### config.mk
export PLATFORM = sky130hd
export DESIGN_NAME = qos_vc_scheduler_flat
export DESIGN_NICKNAME = d
export VERILOG_FILES = /design/src/rtl/qos_vc_scheduler_if.sv /design/src/rtl/qos_vc_scheduler.sv /design/src/flat_wrapper.sv
export SDC_FILE = /design/constraint.sdc
export NUM_CORES = 1
export LEC_CHECK = 0
export CORE_MARGIN = 2
export CORE_UTILIZATION = 36
export CTS_CLUSTER_SIZE = 12
export DETAILED_ROUTE_END_ITERATION = 7
export GPL_TIMING_DRIVEN = 0
export PLACE_DENSITY = 0.65
export SLEW_MARGIN = 20
export SYNTH_ARGS = -nofsm -noshare
export SYNTH_HDL_FRONTEND = slang
export SYNTH_SLANG_ARGS = --single-unit
### constraint.sdc
create_clock -name CLK -period 2.85 [get_ports CLK]
set_input_delay 0.57 -clock CLK [delete_from_list [all_inputs] [get_ports CLK]]
set_output_delay 0.57 -clock CLK [all_outputs]
set_load 0.02 [all_outputs]
### src/rtl/qos_vc_scheduler_if.sv
// Ingress FIFO heads and egress FIFO write port of the QoS VC scheduler.
// The master side is the FIFO side (it supplies heads and afull) and the slave side is the scheduler.
interface qos_vc_scheduler_if #(
   parameter int unsigned NUM_VC = 4,
   parameter int unsigned DATA_W = 6
);
   logic [NUM_VC-1:0]        vc_empty;
   logic [NUM_VC*DATA_W-1:0] vc_data;
   logic [NUM_VC-1:0]        vc_pop;
   logic                     out_afull;
   logic                     out_push;
   logic [DATA_W-1:0]        out_data;
   logic [1:0]               out_vc;

   modport master (
      output vc_empty, vc_data, out_afull,
      input  vc_pop, out_push, out_data, out_vc
   );

   modport slave (
      input  vc_empty, vc_data, out_afull,
      output vc_pop, out_push, out_data, out_vc
   );
endinterface

### src/rtl/qos_vc_scheduler.sv
// Weighted round-robin scheduler: several first-word-fall-through VC FIFOs feed one egress FIFO,
// honouring per-VC pause/continue strobes.
module qos_vc_scheduler #(
   parameter int unsigned NUM_VC   = 4,
   parameter int unsigned DATA_W   = 6,
   parameter int unsigned WEIGHT_W = 3
) (
   input  logic                         CLK,
   input  logic                         reset,
   input  logic                         enable,
   input  logic [NUM_VC*WEIGHT_W-1:0]   cfg_weight,
   input  logic [NUM_VC-1:0]            pause_stb,
   input  logic [NUM_VC-1:0]            continue_stb,
   qos_vc_scheduler_if.slave            bus,
   output logic [NUM_VC-1:0]            grant,
   output logic [NUM_VC-1:0]            paused
);
   localparam int unsigned IDX_W = 2;

   typedef enum logic [1:0] {StIdle, StArb, StServe} state_e;

   state_e              state;
   logic [WEIGHT_W-1:0] credit;
   logic [IDX_W-1:0]    rr_ptr;
   logic [IDX_W-1:0]    cur_vc;
   logic                push_q;
   logic [DATA_W-1:0]   data_q;
   logic [IDX_W-1:0]    vc_q;

   logic [NUM_VC-1:0]   eligible;
   logic                found;
   logic [IDX_W-1:0]    pick;
   logic [WEIGHT_W-1:0] pick_w;
   logic                cur_elig;
   logic                pop_ok;
   logic [DATA_W-1:0]   cur_data;

   assign eligible = ~bus.vc_empty & ~paused & {NUM_VC{enable}};
   assign cur_elig = eligible[cur_vc];
   assign cur_data = bus.vc_data[cur_vc*DATA_W +: DATA_W];
   assign pop_ok   = (state == StServe) && cur_elig && !bus.out_afull;
   assign pick_w   = cfg_weight[pick*WEIGHT_W +: WEIGHT_W];

   // First eligible VC scanning upward from rr_ptr, wrapping.
   always_comb begin
      found = 1'b0;
      pick  = rr_ptr;
      for (int k = 0; k < NUM_VC; k++) begin
         logic [IDX_W-1:0] idx;
         idx = IDX_W'((32'(rr_ptr) + 32'(k)) % NUM_VC);
         if (!found && eligible[idx]) begin
            found = 1'b1;
            pick  = idx;
         end
      end
   end

   always_comb begin
      bus.vc_pop = '0;
      if (pop_ok) bus.vc_pop[cur_vc] = 1'b1;
   end

   assign bus.out_push = push_q;
   assign bus.out_data = data_q;
   assign bus.out_vc   = vc_q;

   always_ff @(posedge CLK) begin
      if (reset) begin
         state  <= StIdle;
         paused <= '0;
         grant  <= '0;
         credit <= '0;
         rr_ptr <= '0;
         cur_vc <= '0;
         push_q <= 1'b0;
         data_q <= '0;
         vc_q   <= '0;
      end else begin
         // Pause wins over a simultaneous continue.
         paused <= (paused & ~continue_stb) | pause_stb;
         push_q <= pop_ok;
         if (pop_ok) begin
            data_q <= cur_data;
            vc_q   <= cur_vc;
         end
         unique case (state)
            StIdle: begin
               if (|eligible) state <= StArb;
            end
            StArb: begin
               if (found) begin
                  grant  <= NUM_VC'(1) << pick;
                  cur_vc <= pick;
                  credit <= (pick_w == '0) ? WEIGHT_W'(1) : pick_w;
                  state  <= StServe;
               end else begin
                  state <= StIdle;
               end
            end
            StServe: begin
               // out_afull alone holds grant and credit; losing eligibility ends the turn.
               if (!cur_elig || (pop_ok && credit == WEIGHT_W'(1))) begin
                  rr_ptr <= cur_vc + IDX_W'(1);
                  grant  <= '0;
                  state  <= StArb;
               end else if (pop_ok) begin
                  credit <= credit - WEIGHT_W'(1);
               end
            end
            default: state <= StIdle;
         endcase
      end
   end
endmodule

### src/flat_wrapper.sv
// flat-port wrapper written by rule: the top's interface ports become plain ports
module qos_vc_scheduler_flat 
#(
   parameter int unsigned NUM_VC   = 4,
   parameter int unsigned DATA_W   = 6,
   parameter int unsigned WEIGHT_W = 3
)
  (CLK, reset, enable, cfg_weight, pause_stb, continue_stb, grant, paused, bus_vc_empty, bus_vc_data, bus_out_afull, bus_vc_pop, bus_out_push, bus_out_data, bus_out_vc);
  qos_vc_scheduler_if #(.NUM_VC(NUM_VC), .DATA_W(DATA_W)) bus_i ();
  input  logic CLK;
  input  logic reset;
  input  logic enable;
  input  logic [NUM_VC*WEIGHT_W-1:0] cfg_weight;
  input  logic [NUM_VC-1:0] pause_stb;
  input  logic [NUM_VC-1:0] continue_stb;
  output logic [NUM_VC-1:0] grant;
  output logic [NUM_VC-1:0] paused;
  input wire logic [$bits(bus_i.vc_empty)-1:0] bus_vc_empty;
  input wire logic [$bits(bus_i.vc_data)-1:0] bus_vc_data;
  input wire logic [$bits(bus_i.out_afull)-1:0] bus_out_afull;
  output wire logic [$bits(bus_i.vc_pop)-1:0] bus_vc_pop;
  output wire logic [$bits(bus_i.out_push)-1:0] bus_out_push;
  output wire logic [$bits(bus_i.out_data)-1:0] bus_out_data;
  output wire logic [$bits(bus_i.out_vc)-1:0] bus_out_vc;
  assign bus_i.vc_empty = bus_vc_empty;
  assign bus_i.vc_data = bus_vc_data;
  assign bus_i.out_afull = bus_out_afull;
  assign bus_vc_pop = bus_i.vc_pop;
  assign bus_out_push = bus_i.out_push;
  assign bus_out_data = bus_i.out_data;
  assign bus_out_vc = bus_i.out_vc;
  qos_vc_scheduler #(.NUM_VC(NUM_VC), .DATA_W(DATA_W), .WEIGHT_W(WEIGHT_W)) u_core (.CLK(CLK), .reset(reset), .enable(enable), .cfg_weight(cfg_weight), .pause_stb(pause_stb), .continue_stb(continue_stb), .bus(bus_i), .grant(grant), .paused(paused));
endmodule
# ---- Word level (Yosys, flattened, before mapping)
# Index checks and enable logic that the tools add are counted.
dict set report word_totals {
  register_bits 26
  inputBits 52
  output_inout_bits 21
  wordCells 94
}
dict set report op_classes {
  n_addsub 5
  multipliers 2
  magnitude_cmp 6
  eq_ne 8
  shift 3
  n_mux 32
  bitwise_logic 7
  reduce_logical 22
}
# op count
set ops {}
lappend ops {{$shiftx A24 B6 Y6} 1}
lappend ops {{$lt A2 B3 Y1 const B} 5}
lappend ops {{$and A4 B4 Y4} 3}
lappend ops {{$mux W2} 6}
lappend ops {{$mux W3} 4}
lappend ops {{$mux W4} 3}
lappend ops {{$not A4 Y4} 3}
lappend ops {{$shiftx A12 B5 Y3} 1}
lappend ops {{$bmux W1 S2} 5}
lappend ops {{$mux W1} 10}
lappend ops {{$mul A2 B2 Y4 const B} 2}
lappend ops {{$pmux W4 S2} 1}
lappend ops {{$logic_and A1 B1 Y1} 7}
lappend ops {{$ne A2 B1 Y1 const B} 3}
lappend ops {{$pmux W2 S3} 1}
lappend ops {{$pmux W3 S2} 1}
lappend ops {{$reduce_and A2 Y1} 3}
lappend ops {{$logic_not A1 Y1} 5}
lappend ops {{$add A2 B1 Y2 const B} 2}
lappend ops {{$add A2 B2 Y2 const B} 2}
lappend ops {{$ne A2 B2 Y1 const B} 2}
lappend ops {{$or A4 B4 Y4} 1}
lappend ops {{$reduce_and A4 Y1} 1}
lappend ops {{$reduce_or A4 Y1} 1}
lappend ops {{12 further kinds} 12}

# ---- Logic depth before layout (Yosys ltp)
dict set report logic_depth {
  depth_word 21
  depth_mapped 8
  ltp_nobuf 8
}

# ---- Least setup slack after synthesis
# No wires, ideal clock.
dict set report synth_timing {
  path_kind {input port to output port}
  start {input port bus_vc_empty[3]}
  end {output port bus_vc_pop[0]}
  t_arrival_ns 2.069
  required_time_ns 2.280
  slack_ns 0.211
  stages 7
  path_buffers 2
  path_cell_list {or2_1 clkbuf_1 mux2i_1 nand3_1 a21oi_1 clkbuf_1 and2_1}
}
dict set report synth_between {
  elab_chain_cells 8
}
# element line_no
set synth_rtl {}
lappend synth_rtl {{from (decl)} flat_wrapper.sv:18} ;# input wire logic [$bits(bus_i.vc_empty)-1:0] bus_vc_empty;
lappend synth_rtl {{$not A4 Y4} qos_vc_scheduler.sv:38} ;# assign eligible = ~bus.vc_empty & ~paused & {NUM_VC{enable}};
lappend synth_rtl {{$and A4 B4 Y4 (2 in series)} qos_vc_scheduler.sv:38}
lappend synth_rtl {{$bmux W1 S2} qos_vc_scheduler.sv:39} ;# assign cur_elig = eligible[cur_vc];
lappend synth_rtl {{$mux W1 (implied by the code)} qos_vc_scheduler.sv:39}
lappend synth_rtl {{$logic_and A1 B1 Y1 (2 in series)} qos_vc_scheduler.sv:41} ;# assign pop_ok = (state == StServe) && cur_elig && !bus.out_afull;
lappend synth_rtl {{$mux W4} qos_vc_scheduler.sv:60} ;# if (pop_ok) bus.vc_pop[cur_vc] = 1'b1;
lappend synth_rtl {{to (decl)} flat_wrapper.sv:21} ;# output wire logic [$bits(bus_i.vc_pop)-1:0] bus_vc_pop;
# Every way passes these cells. The select of a mux whose other input is x is not followed.

# ---- Worst setup path in the final report
dict set report layout_timing {
  start {input port bus_vc_empty[2]}
  end {output port bus_vc_pop[3]}
}
# Same word-level chain as after synthesis.

==> flow_summary.ini <==
[run]
drv_cap = 0

[floorplanning]
ios = 73
start_util = 0.374
rows = 25
fp.dieH_microns = 74.0
die_width_microns = 74.0
die-area_sq_um = 5480
coreArea_sq_um = 4720

[worst_setup_path]
r2r_slack_ns = 0.47
crit_path_start = bus_vc_empty[2]
cp_max_fo = 7
worstPathRequired_ns = 2.28
critPathLaunchType = input port
end_kind = output port
critPathKind = input port to output port
r2r_start = u_core.rr_ptr[1]
regToRegEndpoint = u_core.credit[0]
endpoint = bus_vc_pop[3]
crit_arrival_ns = 2.14
reg2reg_depth = 6

[yosys]
yosys.area.top_type = dfxtp_1
syn_nets = 260
synth_cells = 198
yosysUniqueCellTypes = 48
netlist_area_sq_um = 1760
synth-seq-cells = 26
avgSynthCellArea_sq_um = 8.91
synth_top_area_frac = 0.295
synthFlopType = dfxtp_1
synth_edf_count = 0
ys_seq_area_frac = 0.295
async_flop_share = 0
ys_warn_count = 0
synthTopCellsByArea = dfxtp_1, mux4_2, ha_1, nor2_1, mux2i_1

[routing]
dr.first_iter.drc_count = 55
avgViaCountPerCell = 5.26
ant_nets = 0
route.detailed.drc = 0
drt-pass1-iter-count = 4
num_vias = 1829
drt-wirelength-per-cell_microns = 14.6
wl_microns = 5060

[power_and_ir_drop]
powerDensity_nw_per_um2 = 363
p_leak_nw = 1.05
max-vdd-ir-drop_v = 0.000192
power_mw = 0.988

[global_route]
busiest_layer = met2
grtUsageMet3 = 0.0176
grt_pass1_vias = 1651
use_met1 = 0.237
antenna_found_initial = 0
grt_use_total = 0.178
grt_pass1_wl_microns = 7500
globalRouteMet2Util = 0.297
overflow = 0
grt_max_degree = 15

[cells_and_area]
num_antenna_cells = 0
nets = 344
post_route_cells_drive_above_1_share = 0.160
multiInputGateArea_sq_um = 1180
syn2layout_area_growth_pct = 54.3
register_area_sq_um = 520
fillerInstances = 457
final_util = 0.576

[cts]
ctsRootBufferMaster = clkbuf_8
cts_tree = yes
cts_sinks = 26
cts_max_path_buffers = 2
clkSlewWorstSetupHoldPaths_ns = 0.09
clock_latency_ns = 0.28
h-tree-depth = 1
cts_buffers = 3

[sta]
rsz0062_at_grt = no
tns_ns = 0
clock_skew_ns = 0.00539
max-slew-margin-rel = 0.435
max_freq_ghz = 0.369
final_max_slew_viol_count = 0
tightest_slew_ns = 0.837
period_needed_ns = 2.71
finalCritPeriodShare = 0.950
setup_viol = 0
hold_violations = 0

[hold_path]
holdCritPathClass = flip-flop to flip-flop

[placed_design]
gp_congestion = 0.822
dp_hpwl_microns = 3830
port_buffers = 71

[run_status]
status = finished clean
## what timing repair did
action	in CTS	in global routing
endpoints found under the setup margin	5	7
pin swaps	2	8
hold buffers	0	0
setup buffers	4	5
gates resized for setup	27	8
## registers in the layout, summed over array words and instances (netlist names)
name / count
u_core.state: 2
u_core.cur_vc: 2
u_core.grant: 4
u_core.bus.out_data: 6
u_core.paused: 4
u_core.rr_ptr: 2
u_core.credit: 3
u_core.bus.out_vc: 2
u_core.bus.out_push: 1
## Yosys cell counts (5+ instances only)
cell      count
a21oi_1      12
inv_1        15
mux2i_1      10
mux4_2        7
clkbuf_1      7
dfxtp_1      26
a22oi_1       5
nor2_1       30
ha_1         10
nand2_1       6
## per-layer routing
layer	share of wire	wire length (microns)
met1	0.45	2290
met5	0	0
met2	0.48	2440
met4	0.016	80
met3	0.049	250
## critical path, stage by stage
cell and delay (ns):
dlygate4sd2_1 0.29, or2_2 0.32, mux2i_1 0.14, nand3_1 0.15, a21oi_4 0.23, clkbuf_8 0.16
and2_1 0.11, buf_2 0.16
## cells by family (layout without fill, tap and decap cells)
| kind of cell | Yosys count | after routing | synth area share |
|---|---|---|---|
| multiplexers | 19 | 19 | 0.159 |
| AO/OA/AOI/OAI | 48 | 48 | 0.211 |
| AND/OR/NAND/NOR | 70 | 70 | 0.208 |
| flip-flops | 26 | 26 | 0.295 |
| adder cells (fa/ha/maj) | 10 | 10 | 0.0709 |
| buffers and inverters | 25 | 108 | 0.0567 |
## layout make-up
type	count	area share
Multi-Input combinational cell	147	0.435
Timing Repair Buffer	80	0.281
Sequential cell	26	0.191
Tap cell	67	0.0308
Buffer	9	0.0207
Inverter	15	0.0207
Clock buffer	4	0.0202
## cells in the final DEF (no fill, tap or decap), types with 2 or more instances in the layout
cell | Yosys | routed
a211oi_1 | 4 | 4
nor3_1 | 2 | 2
a2111oi_0 | 2 | 2
nand2_1 | 6 | 6
a21oi_1 | 12 | 10
dlygate4sd2_1 | 0 | 2
clkdlybuf4s50_1 | 0 | 62
nor2b_1 | 4 | 4
nand3_1 | 3 | 3
buf_2 | 2 | 4
dlymetal6s2s_1 | 0 | 3
or3_1 | 4 | 4
o21ai_0 | 4 | 4
mux2_2 | 2 | 2
clkbuf_1 | 7 | 5
buf_4 | 1 | 10
o31ai_1 | 2 | 2
ha_1 | 10 | 10
nor4b_1 | 2 | 2
inv_1 | 15 | 15
mux2i_1 | 10 | 10
a22oi_1 | 5 | 5
nor2_1 | 30 | 30
mux4_2 | 7 | 7
a2111oi_2 | 2 | 3
dfxtp_1 | 26 | 26
nor3b_1 | 4 | 4
or2_4 | 0 | 2
clkbuf_8 | 0 | 5
or2_2 | 4 | 3
and2_1 | 4 | 4
a211o_1 | 2 | 2
## worst min-delay path by stage
stage,cells after the start,to,start
final,2,u_core.bus.out_vc[1],u_core.bus.out_vc[1]
after detailed placement,2,u_core.bus.out_vc[1],u_core.bus.out_vc[1]
after global placement,2,u_core.bus.out_vc[1],u_core.bus.out_vc[1]
after CTS,2,u_core.bus.out_vc[1],u_core.bus.out_vc[1]
after floorplan,2,u_core.credit[1],u_core.credit[1]
after global routing,2,u_core.bus.out_vc[1],u_core.bus.out_vc[1]
## power breakdown
part / internal, mW / switching [mW] / leakage [nW] / total, mW
logic: 0.178 / 0.156 / 0.813 / 0.333
registers: 0.384 / 0.0211 / 0.212 / 0.405
clock network: 0.124 / 0.126 / 0.0288 / 0.250
total: 0.686 / 0.303 / 1.05 / 0.988
## metrics by stage
stage	setup WS [ns]	hold slack, ns	std cells	cell area (sq um)
after floorplan	0.211	0.459	198	1760
after global placement	-1.05	0.461	336	2560
after detailed placement	-1.11	0.473	336	2560
after CTS	0.0222	0.487	343	2650
after global routing	0.0442	0.531	348	2720
final	0.143	0.481	348	2720
No activity file was read; power rests on OpenSTA's default activity.
